## config.mk

```make
export PLATFORM = sky130hd
export DESIGN_NAME = mem_access_unit
export DESIGN_NICKNAME = d
export VERILOG_FILES = /design/src/rtl/mips_mem_pkg.sv /design/src/rtl/mem_lane_align.sv /design/src/rtl/mem_access_unit.sv
export SDC_FILE = /design/constraint.sdc
export NUM_CORES = 1
export LEC_CHECK = 0
export ABC_CLOCK_PERIOD_IN_PS = 2550
export CAP_MARGIN = 20
export CORE_ASPECT_RATIO = 1.1
export CORE_MARGIN = 2
export CORE_UTILIZATION = 40
export DETAILED_ROUTE_END_ITERATION = 12
export GPL_ROUTABILITY_DRIVEN = 0
export PLACE_DENSITY = 0.77
export SLEW_MARGIN = 20
export SYNTH_ARGS = -nofsm -noshare
export SYNTH_HDL_FRONTEND = slang
export SYNTH_SLANG_ARGS = --single-unit
export TNS_END_PERCENT = 100
```

## constraint.sdc

```tcl
create_clock -name clk -period 2.55 [get_ports clk]
set_input_delay 0.255 -clock clk [delete_from_list [all_inputs] [get_ports clk]]
set_output_delay 0.255 -clock clk [all_outputs]
set_load 0.01 [all_outputs]
```

## src/rtl/mips_mem_pkg.sv

```systemverilog
// Shared definitions for the data-memory access unit: load/store op codes
// (same encoding as the control unit's alu_fnc), FSM states and size decode.
package mips_mem_pkg;

  localparam logic [4:0] FncLw  = 5'b01000;
  localparam logic [4:0] FncLhu = 5'b01001;
  localparam logic [4:0] FncLb  = 5'b01010;
  localparam logic [4:0] FncLh  = 5'b01011;
  localparam logic [4:0] FncLbu = 5'b01100;
  localparam logic [4:0] FncSw  = 5'b01101;
  localparam logic [4:0] FncSh  = 5'b01110;
  localparam logic [4:0] FncSb  = 5'b01111;

  typedef enum logic [1:0] {IDLE, RD, WR, DONE} state_e;

  typedef enum logic [1:0] {SizeNone, SizeByte, SizeHalf, SizeWord} size_e;

  // Access width of an op code; SizeNone marks an unknown code.
  function automatic size_e size_decode(input logic [4:0] fnc);
    size_e sz;
    case (fnc)
      FncLb, FncLbu, FncSb: sz = SizeByte;
      FncLh, FncLhu, FncSh: sz = SizeHalf;
      FncLw, FncSw:         sz = SizeWord;
      default:              sz = SizeNone;
    endcase
    return sz;
  endfunction

  function automatic logic fnc_is_load(input logic [4:0] fnc);
    return (fnc == FncLw) || (fnc == FncLhu) || (fnc == FncLb) ||
           (fnc == FncLh) || (fnc == FncLbu);
  endfunction

endpackage

```

## src/rtl/mem_lane_align.sv

```systemverilog
// Combinational byte/half lane steering for the data RAM: extracts and
// sign/zero-extends load data, and merges store data into a read word.
module mem_lane_align
  import mips_mem_pkg::*;
#(
  parameter bit BIG_END = 1'b1
) (
  input  logic [31:0] rdata_i,
  input  logic [31:0] wdata_i,
  input  logic [1:0]  addr_lo_i,
  input  logic [4:0]  fnc_i,
  input  size_e       size_i,
  output logic [31:0] ld_data_o,
  output logic [31:0] st_word_o
);

  logic [1:0]  bsel;
  logic        hsel;
  logic [7:0]  byte_v;
  logic [15:0] half_v;

  // Lane positions counted from bit 0; big-endian puts byte 0 in the top lane.
  always_comb begin
    bsel   = BIG_END ? ~addr_lo_i : addr_lo_i;
    hsel   = BIG_END ? ~addr_lo_i[1] : addr_lo_i[1];
    byte_v = rdata_i[{bsel, 3'b000} +: 8];
    half_v = rdata_i[{hsel, 4'b0000} +: 16];
  end

  // Load extraction with sign or zero extension.
  always_comb begin
    ld_data_o = '0;
    case (fnc_i)
      FncLw:   ld_data_o = rdata_i;
      FncLb:   ld_data_o = {{24{byte_v[7]}}, byte_v};
      FncLbu:  ld_data_o = {24'b0, byte_v};
      FncLh:   ld_data_o = {{16{half_v[15]}}, half_v};
      FncLhu:  ld_data_o = {16'b0, half_v};
      default: ld_data_o = '0;
    endcase
  end

  // Store merge: replace only the addressed lane of the read word.
  always_comb begin
    st_word_o = rdata_i;
    case (size_i)
      SizeByte: st_word_o[{bsel, 3'b000} +: 8]   = wdata_i[7:0];
      SizeHalf: st_word_o[{hsel, 4'b0000} +: 16] = wdata_i[15:0];
      SizeWord: st_word_o = wdata_i;
      default:  st_word_o = rdata_i;
    endcase
  end

endmodule

```

## src/rtl/mem_access_unit.sv

```systemverilog
// Data-memory access unit: executes loads and stores on a word-wide RAM
// without byte enables; sub-word stores are read-modify-write.
// Optional MEM_ALIGN_TRAP_EN: adds misalign_err and rejects misaligned
// word/half accesses instead of forcing them to alignment.
module mem_access_unit
  import mips_mem_pkg::*;
#(
  parameter int unsigned ADDR_W  = 10,
  parameter bit          BIG_END = 1'b1
) (
  input  logic              clk,
  input  logic              reset,
  input  logic              req_valid,
  output logic              req_ready,
  input  logic              req_rw,
  input  logic [4:0]        req_fnc,
  input  logic [31:0]       req_addr,
  input  logic [31:0]       req_wdata,
  output logic              rsp_valid,
  output logic [31:0]       rsp_rdata,
  output logic              ram_en,
  output logic              ram_we,
  output logic [ADDR_W-1:0] ram_addr,
  output logic [31:0]       ram_wdata,
  input  logic [31:0]       ram_rdata,
`ifdef MEM_ALIGN_TRAP_EN
  output logic              misalign_err,
`endif
  input  logic              ram_ack
);

  state_e            state_q, state_d;
  logic [1:0]        addr_lo_q, addr_lo_d;
  logic [4:0]        fnc_q, fnc_d;
  logic [31:0]       rsp_rdata_q, rsp_rdata_d;
  logic              ram_en_q, ram_en_d;
  logic              ram_we_q, ram_we_d;
  logic [ADDR_W-1:0] ram_addr_q, ram_addr_d;
  logic [31:0]       ram_wdata_q, ram_wdata_d;

  size_e       req_size;
  logic        req_ok;
  logic [31:0] ld_data;
  logic [31:0] st_word;

  // Address bits above the RAM range are dropped so accesses wrap.
  logic unused_addr;
  assign unused_addr = ^req_addr[31:ADDR_W+2];

`ifdef MEM_ALIGN_TRAP_EN
  logic misalign_q, misalign_d;
  logic req_mis;
`endif

  mem_lane_align #(
    .BIG_END (BIG_END)
  ) u_lane (
    .rdata_i   (ram_rdata),
    .wdata_i   (wdata_q_unused_guard()),
    .addr_lo_i (addr_lo_q),
    .fnc_i     (fnc_q),
    .size_i    (size_decode(fnc_q)),
    .ld_data_o (ld_data),
    .st_word_o (st_word)
  );

  // Store data lives in ram_wdata_q from accept until the merge in RD.
  function automatic logic [31:0] wdata_q_unused_guard();
    return ram_wdata_q;
  endfunction

  // Request decode: known op code with a matching load/store direction.
  always_comb begin
    req_size = size_decode(req_fnc);
    req_ok   = (req_size != SizeNone) && (req_rw == fnc_is_load(req_fnc));
`ifdef MEM_ALIGN_TRAP_EN
    req_mis  = ((req_size == SizeWord) && (req_addr[1:0] != 2'b00)) ||
               ((req_size == SizeHalf) && req_addr[0]);
`endif
  end

  // Next-state and registered RAM/response controls.
  always_comb begin
    state_d     = state_q;
    addr_lo_d   = addr_lo_q;
    fnc_d       = fnc_q;
    rsp_rdata_d = rsp_rdata_q;
    ram_en_d    = ram_en_q;
    ram_we_d    = ram_we_q;
    ram_addr_d  = ram_addr_q;
    ram_wdata_d = ram_wdata_q;
`ifdef MEM_ALIGN_TRAP_EN
    misalign_d  = misalign_q;
`endif
    case (state_q)
      IDLE: begin
        if (req_valid) begin
          addr_lo_d   = req_addr[1:0];
          fnc_d       = req_fnc;
          rsp_rdata_d = '0;
          ram_wdata_d = req_wdata;
`ifdef MEM_ALIGN_TRAP_EN
          misalign_d  = 1'b0;
`endif
          if (!req_ok) begin
            state_d = DONE;
`ifdef MEM_ALIGN_TRAP_EN
          end else if (req_mis) begin
            state_d    = DONE;
            misalign_d = 1'b1;
`endif
          end else begin
            ram_en_d   = 1'b1;
            ram_addr_d = req_addr[ADDR_W+1:2];
            // SW needs no read; sub-word stores read first to merge.
            if (req_fnc == FncSw) begin
              ram_we_d = 1'b1;
              state_d  = WR;
            end else begin
              ram_we_d = 1'b0;
              state_d  = RD;
            end
          end
        end
      end
      RD: begin
        if (ram_ack) begin
          if (fnc_is_load(fnc_q)) begin
            rsp_rdata_d = ld_data;
            ram_en_d    = 1'b0;
            state_d     = DONE;
          end else begin
            ram_wdata_d = st_word;
            ram_we_d    = 1'b1;
            state_d     = WR;
          end
        end
      end
      WR: begin
        if (ram_ack) begin
          ram_en_d = 1'b0;
          ram_we_d = 1'b0;
          state_d  = DONE;
        end
      end
      DONE:    state_d = IDLE;
      default: state_d = IDLE;
    endcase
  end

  // State registers with synchronous active-low reset; reset aborts any op.
  always_ff @(posedge clk) begin
    if (!reset) begin
      state_q     <= IDLE;
      addr_lo_q   <= '0;
      fnc_q       <= '0;
      rsp_rdata_q <= '0;
      ram_en_q    <= 1'b0;
      ram_we_q    <= 1'b0;
      ram_addr_q  <= '0;
      ram_wdata_q <= '0;
    end else begin
      state_q     <= state_d;
      addr_lo_q   <= addr_lo_d;
      fnc_q       <= fnc_d;
      rsp_rdata_q <= rsp_rdata_d;
      ram_en_q    <= ram_en_d;
      ram_we_q    <= ram_we_d;
      ram_addr_q  <= ram_addr_d;
      ram_wdata_q <= ram_wdata_d;
    end
  end

`ifdef MEM_ALIGN_TRAP_EN
  // Misalignment flag, reported alongside rsp_valid.
  always_ff @(posedge clk) begin
    if (!reset) misalign_q <= 1'b0;
    else        misalign_q <= misalign_d;
  end
  assign misalign_err = misalign_q;
`endif

  assign req_ready = (state_q == IDLE);
  assign rsp_valid = (state_q == DONE);
  assign rsp_rdata = rsp_rdata_q;
  assign ram_en    = ram_en_q;
  assign ram_we    = ram_we_q;
  assign ram_addr  = ram_addr_q;
  assign ram_wdata = ram_wdata_q;

endmodule

```

==> flow_metrics.env, run 1 <==
export IMPL_syn_area_um2=4670
export IMPL_grt_max_degree=30
export IMPL_maxSlewHeadroom_pct=28.9
export IMPL_layout_commonest_cell="clkdlybuf4s50_1"
export IMPL_synthTopCellsByArea="dfxtp_1, a22oi_1, o2bb2ai_1"
export IMPL_final_antenna_net_count=0
export IMPL_rsz0062_at_grt="no"
export IMPL_wl_met1_um=6390
export IMPL_drc=0
export IMPL_p_comb_share_pct=40.2
export IMPL_leakage_uw=0.00258
export IMPL_min_period_ns=2.35
export IMPL_grt_pass1_wl_um=25100
export IMPL_num_vias=4912
export IMPL_power_switching_uw=1910
export IMPL_postSynthAreaPerCell_um2=9.24
export IMPL_vias_per_cell=5.98
export IMPL_dr_wl_met3_um=1170
export IMPL_setup_violations=0
export IMPL_antenna_found_initial=0
export IMPL_synth_mux_area_share_pct=5.03
export IMPL_timing_final_ws_setup_ns=0.202
export IMPL_num_antenna_cells=0
export IMPL_cts_buffer_depth=2
export IMPL_dieHeight_um=117
export IMPL_synth_top_area_cell="dfxtp_1"
export IMPL_worstHoldPathCells=3
export IMPL_slew_viol_final=0
export IMPL_synth_adder_area_share_pct=3.48
export IMPL_clk_pin_slew_ns=0.06
export IMPL_p_clk_share_pct=25.7
export IMPL_wl_met2_um=7830
export IMPL_path_max_fanout=8
export IMPL_cp_data_required_time_ns=2.83
export IMPL_yosysWarnings=0
export IMPL_final_cell_area_um2=6820
export IMPL_register_area_um2=1740
export IMPL_insertion_delay_ns=0.35
export IMPL_ctsHoldBuffers=0
export IMPL_ys_async_sr_fraction_pct=0
export IMPL_synthXorXnorAreaFrac_pct=0.187
export IMPL_grt_overflow_total=0
export IMPL_tns_ns=0
export IMPL_hpwl_um=12400
export IMPL_cts_setup_buffers=0
export IMPL_fmax_mhz=426
export IMPL_worstRegToRegCells=8
export IMPL_tightestPinTransition_ns=1.07
export IMPL_top_layer="met4"
export IMPL_syn2layout_area_growth_pct=46.0
export IMPL_end_kind="register"
export IMPL_fin_crit_sh_pct=92.1
export IMPL_ys_seq_area_share_pct=37.3
export IMPL_first_global_vias=4816
export IMPL_yosys_area_share_simple_pct=13.2
export IMPL_synth_fp_nets=625
export IMPL_dr_pass1_iters=6
export IMPL_synth_edf_count=0
export IMPL_dpl_cell_area_um2=6500
export IMPL_io_buffers=163
export IMPL_hold_viol=0
export IMPL_max_cap_viol_count=0
export IMPL_fin_skew_ns=0.00789
export IMPL_powerDensity_nw_per_um2=768
export IMPL_start_util_pct=40.9
export IMPL_grtUsageTotal_pct=25.2
export IMPL_synth_seq_cells=87
export IMPL_final_layout_size_suffix_gt1_share_pct=8.64
export IMPL_synth_cell_types=56
export IMPL_crit_path_start_kind="register"
export IMPL_layout_common_cells="clkdlybuf4s50_1, dfxtp_1, a22oi_1, o2bb2ai_1"
export IMPL_post_place_ws_ns=0.123
export IMPL_cts_sinks=87
export IMPL_p_int_uw=3330
export IMPL_cts_tree="built"
export IMPL_rr_startpoint="fnc_q[4]"
export IMPL_worstPathArrival_ns=2.63
export IMPL_p_seq_share_pct=34.1
export IMPL_floorplan_die_area_um2=12600
export IMPL_reg2reg_slack_ns=0.20
export IMPL_core_um2=11400
export IMPL_postSynthCellCount=506
export IMPL_rows=41
export IMPL_die_width_um=107
export IMPL_max_vdd_ir_drop_uv=432
export IMPL_stdcell_count=821
export IMPL_synth_flop_cell="dfxtp_1"
export IMPL_cts_buffers=9
export IMPL_rr_endpoint="ram_wdata[10]"
export IMPL_synth_compound_area_share_pct=36.0
export IMPL_ios=184
export IMPL_cts_resized=0
export IMPL_synth_top_area_share_pct=37.3
export IMPL_status="complete, no violations"
export IMPL_startpoint="fnc_q[4]"
export IMPL_routedWlPerCell_um=19.3
export IMPL_multi_input_area_um2=2720
export IMPL_n_fill_cell=966
export IMPL_dp_cells=805
export IMPL_routed_wl_um=15900
export IMPL_final_util_pct=59.6
export IMPL_hp_class="input port to register"
export IMPL_cts_root_buf="clkbuf_16"
export IMPL_finalNetCount=785
export IMPL_drt_iter0_drc=385
export IMPL_crit_path_end="ram_wdata[10]"
export IMPL_h_tree_depth=3
export IMPL_criticalPathCategory="register to register"
export IMPL_p_sw_share_pct=36.5
export IMPL_synth_top_family_by_area="compound AO/OA/AOI/OAI gates"
## worst min-delay path by stage
stage,startpoint,endpoint,slack [ns]
global route,req_addr[0],addr_lo_q[0],0.48
finish,req_addr[0],addr_lo_q[0],0.48
floorplan,ram_rdata[4],rsp_rdata[4],0.39
detailed placement,ram_wdata[23],ram_wdata[23],0.46
CTS,req_addr[0],addr_lo_q[0],0.48
global placement,ram_wdata[23],ram_wdata[23],0.46
## area by class of cell
class	instances	area share (%)
Multi-Input combinational cell	369	39.9
Inverter	13	0.715
Tap cell	150	2.75
Clock buffer	9	3.30
Timing Repair Buffer	186	26.6
Clock inverter	7	1.17
Sequential cell	87	25.5
## synthesized netlist by cell type (4+ instances only)
| cell type | count |
|---|---|
| a21o_1 | 17 |
| a21oi_1 | 22 |
| a221o_1 | 18 |
| a22o_1 | 31 |
| a22oi_1 | 45 |
| and2_1 | 4 |
| buf_1 | 4 |
| buf_2 | 8 |
| clkbuf_1 | 20 |
| dfxtp_1 | 87 |
| ha_1 | 13 |
| inv_1 | 12 |
| mux2_2 | 4 |
| mux2i_1 | 19 |
| nand2_1 | 28 |
| nand2b_1 | 7 |
| nand3_1 | 9 |
| nor2_1 | 31 |
| nor3_1 | 12 |
| o211ai_1 | 14 |
| o21ai_0 | 18 |
| o2bb2ai_1 | 35 |
## through the flow
| stage | total power (uW) | hold slack (ns) |
|---|---|---|
| 3_3_place_gp | 3820 | 0.459 |
| 6_report | 5240 | 0.478 |
| 2_1_floorplan | 2950 | 0.393 |
| 5_1_grt | 5510 | 0.484 |
| 3_5_place_dp | 3880 | 0.460 |
| 4_1_cts | 5220 | 0.477 |
## power by group through the flow
stage / sequential [uW] / clock [uW] / combinational (uW)
floorplan: 1830 / 0 / 1120
global placement: 1800 / 0 / 2020
detailed placement: 1810 / 0 / 2070
CTS: 1780 / 1360 / 2080
global route: 1810 / 1420 / 2280
finish: 1780 / 1350 / 2110
## registers in the layout, summed over array words and instances, names as in the netlist, named ones only
register,count
state_q,2
rsp_rdata,32
ram_wdata,32
addr_lo_q,2
ram_addr,10
fnc_q,5
ram_we,1
ram_en,1
## logic make-up after synthesis
family                     count (synthesis)
muxes                                     23
and+or+nand+nor                          115
buffers and inverters                     50
AOI/OAI and AO/OA                        217
DFF                                       87
adders and majority gates                 13
xor gates and xnor gates                   1
## per-layer routing
| metal | global-route usage (%) | vias to the layer above |
|---|---|---|
| met3 | 4.22 | 38 |
| li1 | - | 2286 |
| met1 | 31.6 | 2337 |
| met5 | 0 | - |
| met4 | 11.4 | 0 |
| met2 | 41.7 | 251 |
## critical path, stage by stage (launching register included)
cell and delay (ns):
dfxtp_1 0.35, nand2b_1 0.18, inv_1 0.09, ha_1 0.22, or3b_2 0.51, nor2_1 0.47, a22oi_1 0.14, o2bb2ai_1 0.20
o2bb2ai_1 0.12
Power figures use the tool's default switching activity.
==> run 2: changes to the inputs <==
- CAP_MARGIN: 20 -> not set
- CORE_UTILIZATION: 40 -> 43
- PLACE_DENSITY: 0.77 -> 0.78
- SYNTH_HIERARCHICAL: not set -> 1
==> run 2 against run 1 <==
Effect of this change:
- total power increased by 32%
- hold slack got worse by 0.020 ns
- register-to-register slack improved by 0.08 ns
- sequential share of layout area decreased by 3.5 points
- count of clock-buffer cells in the layout unchanged
- largest cell class unchanged
- highest routed layer unchanged
==> flow_metrics.env, run 2 <==
export IMPL_final_antenna_net_count=0
export IMPL_ys_async_sr_fraction_pct=0
export IMPL_final_cell_area_um2=7900
export IMPL_status="complete, no violations"
export IMPL_io_buffers=163
export IMPL_cp_data_required_time_ns=2.80
export IMPL_crit_path_start_kind="register"
export IMPL_max_vdd_ir_drop_uv=647
export IMPL_synthTopCellsByArea="dfxtp_1, mux2i_1, a221o_1"
export IMPL_cts_resized=0
export IMPL_h_tree_depth=3
export IMPL_core_um2=13200
export IMPL_cpPeakStageDelay_ns=0.54
export IMPL_power_switching_uw=2820
export IMPL_path_cells="inv_1 -> ha_1 -> o21ai_0 -> a21oi_4 -> buf_12 -> nor2_1 -> a211oi_1"
export IMPL_p_seq_share_pct=29.9
export IMPL_grtUsageTotal_pct=25.6
export IMPL_drt_iter0_drc=698
export IMPL_dr_pass1_iters=5
export IMPL_grt_max_degree=65
export IMPL_tightestPinTransition_ns=0.727
export IMPL_hold_viol=0
export IMPL_antenna_found_initial=0
export IMPL_worstPathArrival_ns=2.52
export IMPL_criticalPathCategory="register to register"
export IMPL_ios=184
export IMPL_fmax_mhz=441
export IMPL_cts_setup_buffers=0
export IMPL_layout_commonest_cell="clkdlybuf4s50_1"
export IMPL_syn2layout_area_growth_pct=35.7
export IMPL_synth_commonest_cells="mux2i_1, dfxtp_1, nor2_1"
export IMPL_drc=0
export IMPL_grt_pass1_wl_um=29100
export IMPL_floorplan_die_area_um2=14500
export IMPL_fin_crit_sh_pct=88.9
export IMPL_start_util_pct=44.0
export IMPL_hpwl_um=14500
export IMPL_grt_overflow_total=0
export IMPL_routedWlPerCell_um=19.5
export IMPL_maxSlewHeadroom_pct=51.2
export IMPL_powerDensity_nw_per_um2=878
export IMPL_insertion_delay_ns=0.35
export IMPL_cp_slowest_cell="ha_1"
export IMPL_path_max_fanout=64
export IMPL_synth_fp_nets=780
export IMPL_end_kind="register"
export IMPL_synth_edf_count=0
export IMPL_routed_wl_um=19000
export IMPL_synth_cell_types=67
export IMPL_setup_violations=0
export IMPL_p_clk_share_pct=19.2
export IMPL_max_cap_viol_count=0
export IMPL_clk_pin_slew_ns=0.06
export IMPL_synth_top_area_share_pct=29.9
export IMPL_p_int_uw=4120
export IMPL_num_antenna_cells=0
export IMPL_ys_seq_area_share_pct=29.9
export IMPL_dieHeight_um=126
export IMPL_rsz0062_at_grt="no"
export IMPL_synth_seq_cells=87
export IMPL_syn_area_um2=5820
export IMPL_synth_top_area_cell="dfxtp_1"
export IMPL_cts_tree="built"
export IMPL_leakage_uw=0.00292
export IMPL_hp_class="input port to register"
export IMPL_cts_buffer_depth=2
export IMPL_dpl_cell_area_um2=7600
export IMPL_cts_sinks=87
export IMPL_rows=44
export IMPL_die_width_um=115
export IMPL_cts_buffers=9
export IMPL_cts_root_buf="clkbuf_16"
export IMPL_p_comb_share_pct=50.9
export IMPL_yosysWarnings=6
export IMPL_first_global_vias=5534
export IMPL_final_layout_size_suffix_gt1_share_pct=8.89
export IMPL_postSynthCellCount=659
export IMPL_layout_common_cells="clkdlybuf4s50_1, mux2i_1, dfxtp_1, nor2_1, nand2_1"
export IMPL_synth_most_common_cell="mux2i_1"
export IMPL_fin_skew_ns=0.00280
export IMPL_min_period_ns=2.27
export IMPL_finalNetCount=926
export IMPL_num_vias=5778
export IMPL_ctsHoldBuffers=0
export IMPL_p_sw_share_pct=40.6
export IMPL_final_util_pct=59.8
export IMPL_vias_per_cell=5.95
export IMPL_postSynthAreaPerCell_um2=8.83
export IMPL_slew_viol_final=0
export IMPL_synth_flop_cell="dfxtp_1"
[run 2: changes by cell type after synthesis, sizes merged, moves of 14 or more]
| cell | previous run | this run |
|---|---|---|
| nor2 | 32 | 74 |
| a22oi | 45 | 1 |
| mux2i | 19 | 92 |
| a22o | 31 | 8 |
| a211oi | 3 | 34 |
| and2 | 4 | 44 |
| nand2 | 29 | 43 |
| o2bb2ai | 35 | 16 |
| a21o | 17 | 1 |
[run 2: kinds of logic after synthesis]
kind of cell,count (synthesis),synth area share [%]
AO/OA/AOI/OAI,146,21.0
adder cells (fa/ha/maj),15,3.23
flip-flops,87,29.9
multiplexers,97,17.0
AND/OR/NAND/NOR,247,22.9
buffers and inverters,66,5.81
XOR/XNOR,1,0.151
[run 2: final cells by class]
class,count,area (um^2)
well taps,161,201
clock inverters,7,72.6
clock buffers,9,225
multi-input cells,506,3760
flip-flops and latches,87,1740
fillers,1149,5320
inverters,13,48.8
repair buffers,188,1840
[run 2: power by group through the flow]
stage | sequential (uW) | combinational, uW | clock, uW
3_3_place_gp | 2060 | 3390 | 0
3_5_place_dp | 2080 | 3500 | 0
5_1_grt | 2100 | 3810 | 1400
4_1_cts | 2050 | 3520 | 1350
2_1_floorplan | 2050 | 2240 | 0
6_report | 2070 | 3530 | 1330
[run 2: final timing paths]
| check | from | endpoint | slack [ns] | depth (start not counted) |
|---|---|---|---|---|
| max | state_q[0] | ram_wdata[31] | 0.28 | 7 |
| max reg2reg | state_q[0] | ram_wdata[31] | 0.28 | 7 |
| min reg2reg | ram_addr[1] | ram_addr[1] | 0.46 | 2 |
| min | req_addr[9] | ram_addr[7] | 0.46 | 3 |
[run 2: through the flow]
stage / hold slack [ns] / TNS, ns / setup WS, ns / instances / power, uW
global route: 0.474 / 0 / 0.0968 / 971 / 7310
detailed placement: 0.454 / -0.425 / -0.0665 / 955 / 5580
finish: 0.457 / 0 / 0.284 / 971 / 6930
CTS: 0.449 / 0 / 0.285 / 971 / 6920
floorplan: 0.397 / 0 / 0.414 / 659 / 4280
global placement: 0.444 / 0 / 0.0387 / 955 / 5450
[run 2: critical path, delay by kind of cell (launching register included)]
| family | cells | cell delay [ns] |
|---|---|---|
| simple gates | 1 | 0.07 |
| fa+ha+maj | 1 | 0.54 |
| flops | 1 | 0.35 |
| buf+inv | 2 | 0.36 |
| compound gates | 3 | 0.81 |
[run 2: routing by layer]
| metal | track usage, % | wire (um) | up-vias |
|---|---|---|---|
| li1 | - | - | 2703 |
| met1 | 31.4 | 7380 | 2702 |
| met2 | 42.0 | 9080 | 305 |
| met3 | 4.91 | 1540 | 68 |
| met4 | 13.7 | 958 | 0 |
| met5 | 0 | 0 | - |
==> run 3: changes to the inputs <==
- SLEW_MARGIN: 20 -> 25
==> results of run 3 <==
No change in the layout: final DEF, timing and power equal those of run 2.
